## config.mk

```make
export PLATFORM = sky130hd
export DESIGN_NAME = mmio_bridge_n
export DESIGN_NICKNAME = d
export VERILOG_FILES = /design/src/rtl/mmio_bridge_n.sv
export SDC_FILE = /design/constraint.sdc
export NUM_CORES = 1
export LEC_CHECK = 0
export ABC_AREA = 1
export BUFFER_PORTS_ARGS = -buffer_cell sky130_fd_sc_hd__buf_2
export CORE_MARGIN = 2
export CORE_UTILIZATION = 40
export DETAILED_ROUTE_END_ITERATION = 8
export GPL_ROUTABILITY_DRIVEN = 1
export PLACE_DENSITY = 0.68
export SYNTH_ARGS = -nofsm -noshare
export SYNTH_HDL_FRONTEND = slang
export SYNTH_SLANG_ARGS = --single-unit
```

## constraint.sdc

```tcl
create_clock -name clk -period 1.65 [get_ports clk]
set_input_delay 0.33 -clock clk [delete_from_list [all_inputs] [get_ports clk]]
set_output_delay 0.33 -clock clk [all_outputs]
set_load 0.005 [all_outputs]
```

## src/rtl/mmio_bridge_n.sv

```systemverilog
// MMIO bridge: NUM_DEV device slots plus a control slot (INT_PENDING/INT_MASK/ERR_ADDR/ERR_CLR); MMIO_BRIDGE_INT_EDGE_EN selects edge/W1C pending.
// Latency: strobe one cycle after the request edge, pr_ready the cycle after that; the CPU holds its request until pr_ready.
module mmio_bridge_n #(
    parameter int NUM_DEV   = 3,
    parameter int SLOT_LO   = 7,
    parameter int BASE_PAGE = 'h7F,
    parameter int NUM_INT   = 6
) (
    input  logic                  clk,
    input  logic                  rst_n,
    input  logic [29:0]           pr_addr,
    input  logic [31:0]           pr_wd,
    input  logic [3:0]            pr_be,
    input  logic                  pr_we,
    input  logic                  pr_re,
    output logic [31:0]           pr_rd,
    output logic                  pr_ready,
    output logic [SLOT_LO-2:0]    dev_addr,
    output logic [31:0]           dev_wd,
    output logic [3:0]            dev_be,
    output logic [NUM_DEV-1:0]    dev_we,
    output logic [NUM_DEV-1:0]    dev_re,
    input  logic [32*NUM_DEV-1:0] dev_rd,
    input  logic [NUM_INT-1:0]    dev_int,
    output logic [5:0]            hw_int
);
    localparam int OW = SLOT_LO - 1;
    localparam int PW = 31 - SLOT_LO;

    typedef enum logic [1:0] {IDLE, ACCESS, RESP} state_t;

    state_t               state_q;
    logic [29:0]          addr_q;
    logic                 we_q;
    logic [NUM_DEV-1:0]   hit_q;
    logic                 ctl_q;
    logic                 unm_q;
    logic [31:0]          wd_q;
    logic [3:0]           be_q;
    logic [NUM_DEV-1:0]   dev_we_q;
    logic [NUM_DEV-1:0]   dev_re_q;
    logic                 ready_q;
    logic [31:0]          rd_q;
    logic [NUM_INT-1:0]   mask_q;
    logic [NUM_INT-1:0]   pend_q;
    logic [5:0]           hw_int_q;
    logic                 err_valid_q;
    logic [29:0]          err_addr_q;

    logic [PW-1:0]        page;
    logic [NUM_DEV-1:0]   hit_d;
    logic                 ctl_d;
    logic [OW-1:0]        ofs;
    logic [31:0]          rd_cap;
    logic                 wr_ctl;
    logic                 err_set;
    logic                 err_clr;

    always_comb begin
        page  = pr_addr[29:OW];
        hit_d = '0;
        for (int k = 0; k < NUM_DEV; k++) begin
            hit_d[k] = (page == PW'(BASE_PAGE + k));
        end
        ctl_d = (page == PW'(BASE_PAGE + NUM_DEV));
    end

    assign ofs = addr_q[OW-1:0];

    always_comb begin
        rd_cap = '0;
        for (int k = 0; k < NUM_DEV; k++) begin
            if (hit_q[k]) rd_cap = rd_cap | dev_rd[32*k +: 32];
        end
        if (ctl_q) begin
            case (ofs)
                OW'(0):  rd_cap = 32'(pend_q);
                OW'(1):  rd_cap = 32'(mask_q);
                OW'(2):  rd_cap = {err_addr_q, 1'b0, err_valid_q};
                default: rd_cap = '0;
            endcase
        end
    end

    // Control-slot side effects and error capture all happen in the ACCESS cycle.
    assign wr_ctl  = (state_q == ACCESS) && ctl_q && we_q;
    assign err_clr = wr_ctl && (ofs == OW'(3));
    assign err_set = (state_q == ACCESS) && unm_q;

    always_ff @(posedge clk or negedge rst_n) begin
        if (!rst_n) begin
            state_q  <= IDLE;
            addr_q   <= '0;
            we_q     <= 1'b0;
            hit_q    <= '0;
            ctl_q    <= 1'b0;
            unm_q    <= 1'b0;
            wd_q     <= '0;
            be_q     <= '0;
            dev_we_q <= '0;
            dev_re_q <= '0;
            ready_q  <= 1'b0;
            rd_q     <= '0;
        end else begin
            dev_we_q <= '0;
            dev_re_q <= '0;
            ready_q  <= 1'b0;
            rd_q     <= '0;
            case (state_q)
                IDLE: begin
                    if (pr_we || pr_re) begin
                        addr_q   <= pr_addr;
                        wd_q     <= pr_wd;
                        be_q     <= pr_be;
                        we_q     <= pr_we;
                        hit_q    <= hit_d;
                        ctl_q    <= ctl_d;
                        unm_q    <= ~(|hit_d) & ~ctl_d;
                        dev_we_q <= pr_we ? hit_d : '0;
                        dev_re_q <= pr_we ? '0 : hit_d;
                        state_q  <= ACCESS;
                    end
                end
                ACCESS: begin
                    ready_q <= 1'b1;
                    rd_q    <= we_q ? 32'h0 : rd_cap;
                    state_q <= RESP;
                end
                RESP:    state_q <= IDLE;
                default: state_q <= IDLE;
            endcase
        end
    end

    // Set beats clear so a capture is never lost.
    always_ff @(posedge clk or negedge rst_n) begin
        if (!rst_n) begin
            err_valid_q <= 1'b0;
            err_addr_q  <= '0;
        end else begin
            err_valid_q <= (err_valid_q & ~err_clr) | err_set;
            if (err_set) err_addr_q <= addr_q;
        end
    end

    always_ff @(posedge clk or negedge rst_n) begin
        if (!rst_n) begin
            mask_q   <= '1;
            hw_int_q <= '0;
        end else begin
            if (wr_ctl && (ofs == OW'(1)) && be_q[0]) mask_q <= wd_q[NUM_INT-1:0];
            hw_int_q <= 6'(pend_q & mask_q);
        end
    end

`ifdef MMIO_BRIDGE_INT_EDGE_EN
    logic [NUM_INT-1:0] dint_q;
    logic [NUM_INT-1:0] pend_clr;

    assign pend_clr = (wr_ctl && (ofs == OW'(0)) && be_q[0]) ? wd_q[NUM_INT-1:0] : '0;

    always_ff @(posedge clk or negedge rst_n) begin
        if (!rst_n) begin
            dint_q <= '0;
            pend_q <= '0;
        end else begin
            dint_q <= dev_int;
            pend_q <= (pend_q & ~pend_clr) | (dev_int & ~dint_q);
        end
    end
`else
    always_ff @(posedge clk or negedge rst_n) begin
        if (!rst_n) pend_q <= '0;
        else        pend_q <= dev_int;
    end
`endif

    assign pr_rd    = rd_q;
    assign pr_ready = ready_q;
    assign dev_addr = addr_q[OW-1:0];
    assign dev_wd   = wd_q;
    assign dev_be   = be_q;
    assign dev_we   = dev_we_q;
    assign dev_re   = dev_re_q;
    assign hw_int   = hw_int_q;
endmodule

```

Word level (Yosys, flattened, before mapping)
Cells that the tools add are included.
{"block": "classes", "n_div": 0, "eq_ne": 9, "n_mux": 16, "add_sub_neg": 0, "order_cmp": 0, "shift": 0, "n_bitwise": 9, "n_reduce_logical": 11, "mul": 0}
{"op": "32-bit two-way mux", "n": 6}
{"op": "32-bit one-hot mux with 3 select lines", "n": 1}
{"op": "24-bit by 8-bit == test with 1-bit output, second input constant", "n": 3}
{"op": "32-bit OR", "n": 2}
{"op": "24-bit by 7-bit == test with 1-bit output, second input constant", "n": 1}
{"op": "3-bit two-way mux", "n": 6}
{"op": "6-bit by 2-bit == test with 1-bit output, second input constant", "n": 2}
{"op": "6-bit AND", "n": 1}
{"op": "6-bit by 1-bit == test with 1-bit output, second input constant", "n": 1}
{"op": "1-bit logical AND", "n": 6}
{"op": "6-bit logical NOT", "n": 1}
{"op": "2-bit one-hot mux with 2 select lines", "n": 1}
{"op": "1-bit inverter", "n": 3}
{"op": "3-bit OR reduction", "n": 1}
{"op": "1-bit AND", "n": 2}
{"op": "2-bit by 1-bit == test with 1-bit output, second input constant", "n": 1}
{"op": "2-bit logical NOT", "n": 1}
{"op": "2-bit two-way mux", "n": 1}
{"op": "2-bit != test, second input constant", "n": 1}
{"op": "2-bit AND reduction", "n": 1}
{"op": "1-bit logical OR", "n": 1}
{"op": "1-bit two-way mux", "n": 1}
{"op": "1-bit OR", "n": 1}
{"block": "totals", "latchBits": 0, "wordCells": 62, "mem_count": 0, "input_bits": 172, "regBits": 162, "romBits": 0, "mem_bits_rw": 0, "output_inout_bits": 87}

Longest topological paths before layout
Gate-level depths: netlist of run 1.
{"block": "depth", "word_depth": 8, "ltp_mapped": 9, "depth_no_buf": 9}

Least setup slack after synthesis of run 1
OpenSTA, ideal clock, no wires.
{"block": "synth_path", "path_type": "register -> register", "start": "reg addr_q[3]", "end": "reg mask_q[1]", "t_arrival_ns": 1.185, "path_buffers": 1, "path_stages_with_launch": 8, "period_less_slack_ns": 1.261, "t_required_ns": 1.574, "path_slack_ns": 0.389, "cell_sequence": "dfrtp_1 > nor2_1 > nand2_2 > nor2_4 > nand3b_2 > buf_4 > nand2_1 > o21ai_2"}
{"block": "synth_via", "elab_chain_len": 3}
{"element": "start, declared", "line_no": "33", "source": "logic [29:0] addr_q;"}
{"element": "start signal, assigned", "line_no": "112", "source": "addr_q <= pr_addr;"}
{"element": "6-bit by 1-bit == test with 1-bit output", "line_no": "151", "source": "if (wr_ctl && (ofs == OW'(1)) && be_q[0]) mask_q <= wd_q[NUM_INT-1:0];"}
{"element": "1-bit logical AND (2 in a row)", "line_no": "151"}
{"element": "end signal, assigned", "line_no": "151"}
{"element": "end, declared", "line_no": "44", "source": "logic [NUM_INT-1:0] mask_q;"}
No other way between the ends.
A chain may end at the register's enable or synchronous reset.

Worst setup path in the final report of run 1
{"block": "layout_path", "start": "reg hit_q[1]", "end": "reg rd_q[5], in the netlist pr_rd[5]"}
{"block": "layout_via", "elab_chain_len": 6}
{"element": "start, declared", "line_no": "35", "source": "logic [NUM_DEV-1:0] hit_q;"}
{"element": "start signal, assigned", "line_no": "116", "source": "hit_q <= hit_d;"}
{"element": "32-bit two-way mux (*)", "line_no": "73", "source": "if (hit_q[k]) rd_cap = rd_cap | dev_rd[32*k +: 32];"}
{"element": "32-bit OR", "line_no": "73"}
{"element": "32-bit two-way mux (*)", "line_no": "73"}
{"element": "32-bit two-way mux (*)", "line_no": "75", "source": "if (ctl_q) begin"}
{"element": "32-bit two-way mux (*)", "line_no": "126", "source": "rd_q <= we_q ? 32'h0 : rd_cap;"}
{"element": "32-bit two-way mux (*)", "line_no": "109", "source": "case (state_q)"}
{"element": "end signal, assigned", "line_no": "126"}
{"element": "end, declared", "line_no": "43", "source": "logic [31:0] rd_q;"}
Every way passes the cells marked *; elsewhere a longest branch is shown, timed or not.

==> results_dict.tcl, run 1 <==
set metrics [dict create \
    outcome "completed" \
    synth_area_sq_mm 0.00686 \
    root_buffer "clkbuf_16" \
    start_kind "flop" \
    min_path_cells 1 \
    io_buffers 258 \
    drt-pass1-iter-count 4 \
    remaining_drc_errors 0 \
    p_int_mw 10.1 \
    yosysWarningCount 0 \
    postSynthAreaPerCell_sq_um 8.98 \
    pwr-share-comb 0.332 \
    yosysUniqueCellTypes 27 \
    final_cells 1253 \
    fmax_mhz 666 \
    grt_overflow 0 \
    worstMarginPinSlew_ns 0.730 \
    seq_power_share 0.404 \
    timing.rr.end "pr_rd[5]$_DFF_PN0_" \
    p_sw_mw 5.40 \
    rsz0062_at_grt "false" \
    clkTransAtPathRegs_ns 0.06 \
    clock-sinks 162 \
    antenna_found_initial 1 \
    switching_share 0.349 \
    cellPowerDensity_mw_per_mm2 1700 \
    reg2reg_depth 4 \
    cp_max_fo 21 \
    slew_headroom 0.513 \
    grt_util_all_layers 0.215 \
    wl_per_cell_um 15.3 \
    syn_nets 936 \
    crit_required_ns 2.01 \
    hold_viol 0 \
    fin_area_sq_mm 0.00911 \
    crit_type "flop to flop" \
    power.total_mw 15.5 \
    worstSkewPairLatency_ns 0.42 \
    initial_utilization 0.412 \
    drive_above_1_share 0.331 \
    maxCapViolations 0 \
    grt_pass1_wl_um 30200 \
    setup_viol 0 \
    routabilityCongestion 0.809 \
    power_leakage_nw 4.94 \
    synth_area_leaders "dfrtp_1, nand2_1, o21ai_0" \
    placed_cell_area_sq_mm 0.00846 \
    cts_max_level 4 \
    worst_hold_path_type "input pin to flop" \
    via_per_inst 4.84 \
    slew_violations 0 \
    die_h_um 135 \
    n_fill_cell 1522 \
    layout.cells.most_common "nand2_1" \
    dieArea_sq_mm 0.0182 \
    clockBufferDepth 2 \
    r2r_setup_slack_ns 0.15 \
    vias 6069 \
    ys_seq_area_frac 0.592 \
    fin_crit_ns 1.50 \
    final_cell_mix "nand2_1, buf_2, dfrtp_1" \
    fin_skew_ns 0.00528 \
    min_to "pend_q[0]$_DFF_PN0_" \
    grt_max_degree 50 \
    ios 259 \
    fp-row-count 47 \
    synth_top_area_frac 0.569 \
    ys_seq_elements 162 \
    final_net_count 1191 \
    clockPowerShare 0.265 \
    async_flop_share 1.00 \
    dp_hpwl_um 14300 \
    post-cts-setup-buffers 0 \
    vdd_drop_max_v 0.000993 \
    synth_ff_type "dfrtp_1" \
    cts_buffers 17 \
    dieWidth_um 135 \
    area_delta_synth_final_pct 32.9 \
    routed_wl_um 19200 \
    placed_cells 1217 \
    startpoint "hit_q[1]$_DFFE_PN0P_" \
    arrival_ns 1.86 \
    cp-end-kind "flop" \
    ant_nets 0 \
    yosysTopAreaCell "dfrtp_1" \
    drtIter0Drc 314 \
    synth-edff-count 0 \
    tns_ns 0 \
    cts_tree "built" \
    min_from "dev_int[0]" \
    finalCritPeriodShare 0.910 \
    grt_pass1_vias 5922 \
    timing.rr.start "hit_q[1]$_DFFE_PN0P_" \
    syn_inst 764 \
    core_area_sq_mm 0.0166 \
]
## worst max path at each step
stage	end	slack [ns]	cells past startpoint
global placement	pr_rd[9]$_DFF_PN0_	0.12	6
CTS	pr_rd[6]$_DFF_PN0_	0.09	6
global route	pr_rd[7]$_DFF_PN0_	0.01	5
floorplan	mask_q[1]$_DFFE_PN1P_	0.39	7
finish	pr_rd[5]$_DFF_PN0_	0.15	4
detailed placement	pr_rd[6]$_DFF_PN0_	0.11	6
## power groups by stage
stage                     Clock (mW)  Combinational [mW]  Sequential (mW)
final                           4.10                5.13             6.24
after global routing            4.36                5.88             6.41
after CTS                       4.17                5.21             6.24
after detailed placement           0                5.20             6.27
after global placement             0                5.04             6.26
after floorplan                    0                3.27             6.10
## timing repair
action                                 4_1_cts  5_1_grt
setup endpoints to repair                    0       11
resized for setup                            0        2
endpoints found under the hold margin       36        0
hold buffers                                 3        0
## cells by family after synthesis
group | count (synthesis) | synth area share
AND/OR/NAND/NOR | 358 | 0.212
flip-flops | 162 | 0.592
AO/OA/AOI/OAI | 139 | 0.121
buffers and inverters | 102 | 0.0701
multiplexers | 3 | 0.00493
## stage by stage
step | setup WS (ns) | hold WS, ns | utilization
after detailed placement | 0.105 | 0.315 | 0.509
after global placement | 0.123 | 0.317 | 0.509
after floorplan | 0.389 | 0.0344 | -
after CTS | 0.0873 | 0.00218 | 0.547
after global routing | 0.0121 | 0.00341 | 0.547
final | 0.149 | 0.0256 | 0.548
## layer usage
metal	vias to the layer above	track usage	routed length, um
met2	236	0.335	8670
met1	2819	0.288	8540
li1	2986	-	-
met5	-	0	0
met3	28	0.0616	1590
met4	0	0.0764	374
## cell type report
cell class,count,area [sq um],share of cell area
sequential,162,4060,0.446
timing repair buffer,288,1640,0.180
clock inverter,11,160,0.0176
multi-input combinational,500,2330,0.256
antenna,1,2.50,0.000275
clock buffer,21,450,0.0494
tap,220,275,0.0302
inverter,50,188,0.0206
## synth_stat cells, types with 6 or more instances
master,instances
nand2_1,271
dfrtp_1,156
o21ai_0,64
inv_1,47
a21oi_1,35
nor2_1,35
a221oi_1,26
nor3_1,26
buf_2,21
clkbuf_1,15
buf_4,13
nand4_1,8
o21ai_2,7
dfstp_2,6
nand3_1,6
## sequential cells by signal, summed over array words and instances, names as in the netlist, 2 cells and up
register    cells
state_q         2
dev_we          3
hw_int          6
err_addr_q     30
mask_q          6
addr_q         30
dev_wd         32
dev_re          3
dev_be          4
pr_rd          32
pend_q          6
hit_q           3
## critical path: stages, from the launching register on
cell,delay (ns)
dfrtp_1,0.81
buf_4,0.27
a21oi_1,0.07
a31oi_1,0.14
and2_1,0.14
Note: power is estimated with default switching activity, not from simulation.
==> inputs of run 2 (changes only) <==
--- a/config.mk
+++ b/config.mk
@@ -9,8 +9,10 @@
 export BUFFER_PORTS_ARGS = -buffer_cell sky130_fd_sc_hd__buf_2
 export CORE_MARGIN = 2
 export CORE_UTILIZATION = 40
+export CTS_BUF_LIST = sky130_fd_sc_hd__clkbuf_8
 export DETAILED_ROUTE_END_ITERATION = 8
 export GPL_ROUTABILITY_DRIVEN = 1
+export HOLD_SLACK_MARGIN = 0.06
 export PLACE_DENSITY = 0.68
 export SYNTH_ARGS = -nofsm -noshare
 export SYNTH_HDL_FRONTEND = slang
==> results_dict.tcl, run 2 (synthesis results as in run 1) <==
set metrics [dict create \
    ant_nets 0 \
    arrival_ns 1.83 \
    remaining_drc_errors 0 \
    multi_input_area_sq_mm 0.00233 \
    reg2reg_depth 6 \
    seq_area_sq_mm 0.00406 \
    io_buffers 258 \
    rsz0062_at_grt "false" \
    area_delta_synth_final_pct 34.1 \
    drt-pass1-iter-count 5 \
    fin_skew_ns 0.00987 \
    dieArea_sq_mm 0.0182 \
    p_int_mw 9.20 \
    cp-end-kind "flop" \
    wl_per_cell_um 15.4 \
    slew_headroom 0.672 \
    min_from "pr_wd[11]" \
    setup_viol 0 \
    grt_pass1_vias 6078 \
    crit_type "flop to flop" \
    outcome "completed" \
    tns_ns 0 \
    grt_overflow 0 \
    switching_share 0.365 \
    p_sw_mw 5.30 \
    cp_max_fo 25 \
    finalCritPeriodShare 0.902 \
    grt_pass1_wl_um 30800 \
    crit_required_ns 2.00 \
    drive_above_1_share 0.324 \
    via_per_inst 4.79 \
    whs_ns 0.0936 \
    clkTransAtPathRegs_ns 0.08 \
    clockBufferDepth 2 \
    clockPowerShare 0.211 \
    vdd_drop_max_v 0.00103 \
    start_kind "flop" \
    layout.cells.most_common "nand2_1" \
    antenna_found_initial 1 \
    cts_buffers 17 \
    cts_tree "built" \
    min_to "dev_wd[11]$_DFFE_PN0P_" \
    worstSkewPairLatency_ns 0.44 \
    core_area_sq_mm 0.0166 \
    cellPowerDensity_mw_per_mm2 1580 \
    worstMarginPinSlew_ns 0.492 \
    slew_violations 0 \
    die_h_um 135 \
    routed_wl_um 19700 \
    dieWidth_um 135 \
    grt_util_all_layers 0.219 \
    final_net_count 1218 \
    timing.rr.end "pr_rd[6]$_DFF_PN0_" \
    r2r_setup_slack_ns 0.16 \
    post-cts-setup-buffers 0 \
    hold_viol 0 \
    clock-sinks 162 \
    fin_crit_ns 1.49 \
    n_fill_cell 1508 \
    timing.rr.start "state_q[1]$_DFFE_PN0P_" \
    final_cell_mix "nand2_1, buf_2, dfrtp_1" \
    initial_utilization 0.412 \
    seq_power_share 0.431 \
    cts_max_level 4 \
    min_path_cells 3 \
    ios 259 \
    power_leakage_nw 4.98 \
    vias 6134 \
    root_buffer "clkbuf_8" \
    dp_hpwl_um 14300 \
    maxCapViolations 0 \
    fmax_mhz 672 \
    worst_hold_path_type "input pin to flop" \
    drtIter0Drc 303 \
    final_core_util 0.552 \
    grt_max_degree 50 \
    power.total_mw 14.5 \
    pwr-share-comb 0.358 \
    fp-row-count 47 \
    routabilityCongestion 0.809 \
]
==> run 2: worst max-delay path: stages, from the launching register on <==
cell,delay (ns)
dfrtp_1,0.42
nor2_4,0.18
inv_1,0.09
nor2_4,0.14
inv_2,0.10
buf_4,0.23
nor3_1,0.23
==> run 2: worst max-delay path by stage <==
stage / startpoint / endpoint / slack [ns] / cells after the start
floorplan: addr_q[3]$_DFFE_PN0P_ / mask_q[1]$_DFFE_PN1P_ / 0.39 / 7
global placement: state_q[1]$_DFFE_PN0P_ / pr_rd[9]$_DFF_PN0_ / 0.12 / 6
detailed placement: state_q[1]$_DFFE_PN0P_ / pr_rd[6]$_DFF_PN0_ / 0.11 / 6
CTS: state_q[1]$_DFFE_PN0P_ / pr_rd[6]$_DFF_PN0_ / 0.09 / 6
global route: state_q[1]$_DFFE_PN0P_ / pr_rd[16]$_DFF_PN0_ / 0.02 / 6
finish: state_q[1]$_DFFE_PN0P_ / pr_rd[6]$_DFF_PN0_ / 0.16 / 6
==> run 2: layer usage <==
layer	GRT usage	vias to the layer above	routed length, um
met4	0.0741	0	341
met3	0.0556	21	1520
li1	-	3030	-
met5	0	-	0
met1	0.288	2859	8760
met2	0.356	224	9040
==> run 2: area by class of cell <==
cell class                 count  share of cell area
sequential                   162               0.442
inverter                      50              0.0204
clock inverter                14              0.0186
antenna                        1            0.000272
tap                          220              0.0299
clock buffer                  18              0.0269
timing repair buffer         315               0.208
multi-input combinational    500               0.254
==> run 2: repair_timing <==
action,CTS,global route
endpoints found under the hold margin,63,0
resized for setup,0,3
setup endpoints to repair,0,12
hold buffers,30,0
==> run 2: power groups by stage <==
| stage | Clock, mW | Combinational, mW | Sequential [mW] |
|---|---|---|---|
| final | 3.06 | 5.19 | 6.24 |
| after global routing | 3.33 | 5.95 | 6.41 |
| after CTS | 3.14 | 5.26 | 6.23 |
| after detailed placement | 0 | 5.20 | 6.27 |
| after global placement | 0 | 5.04 | 6.26 |
| after floorplan | 0 | 3.27 | 6.10 |
==> run 2: per-stage QoR <==
step                instances  setup slack, ns  cell area (sq um)
detailed placement       1217            0.105               8460
global route             1279           0.0242               9190
CTS                      1279           0.0853               9180
floorplan                 764            0.389               6860
finish                   1280            0.162               9190
global placement         1217            0.123               8460
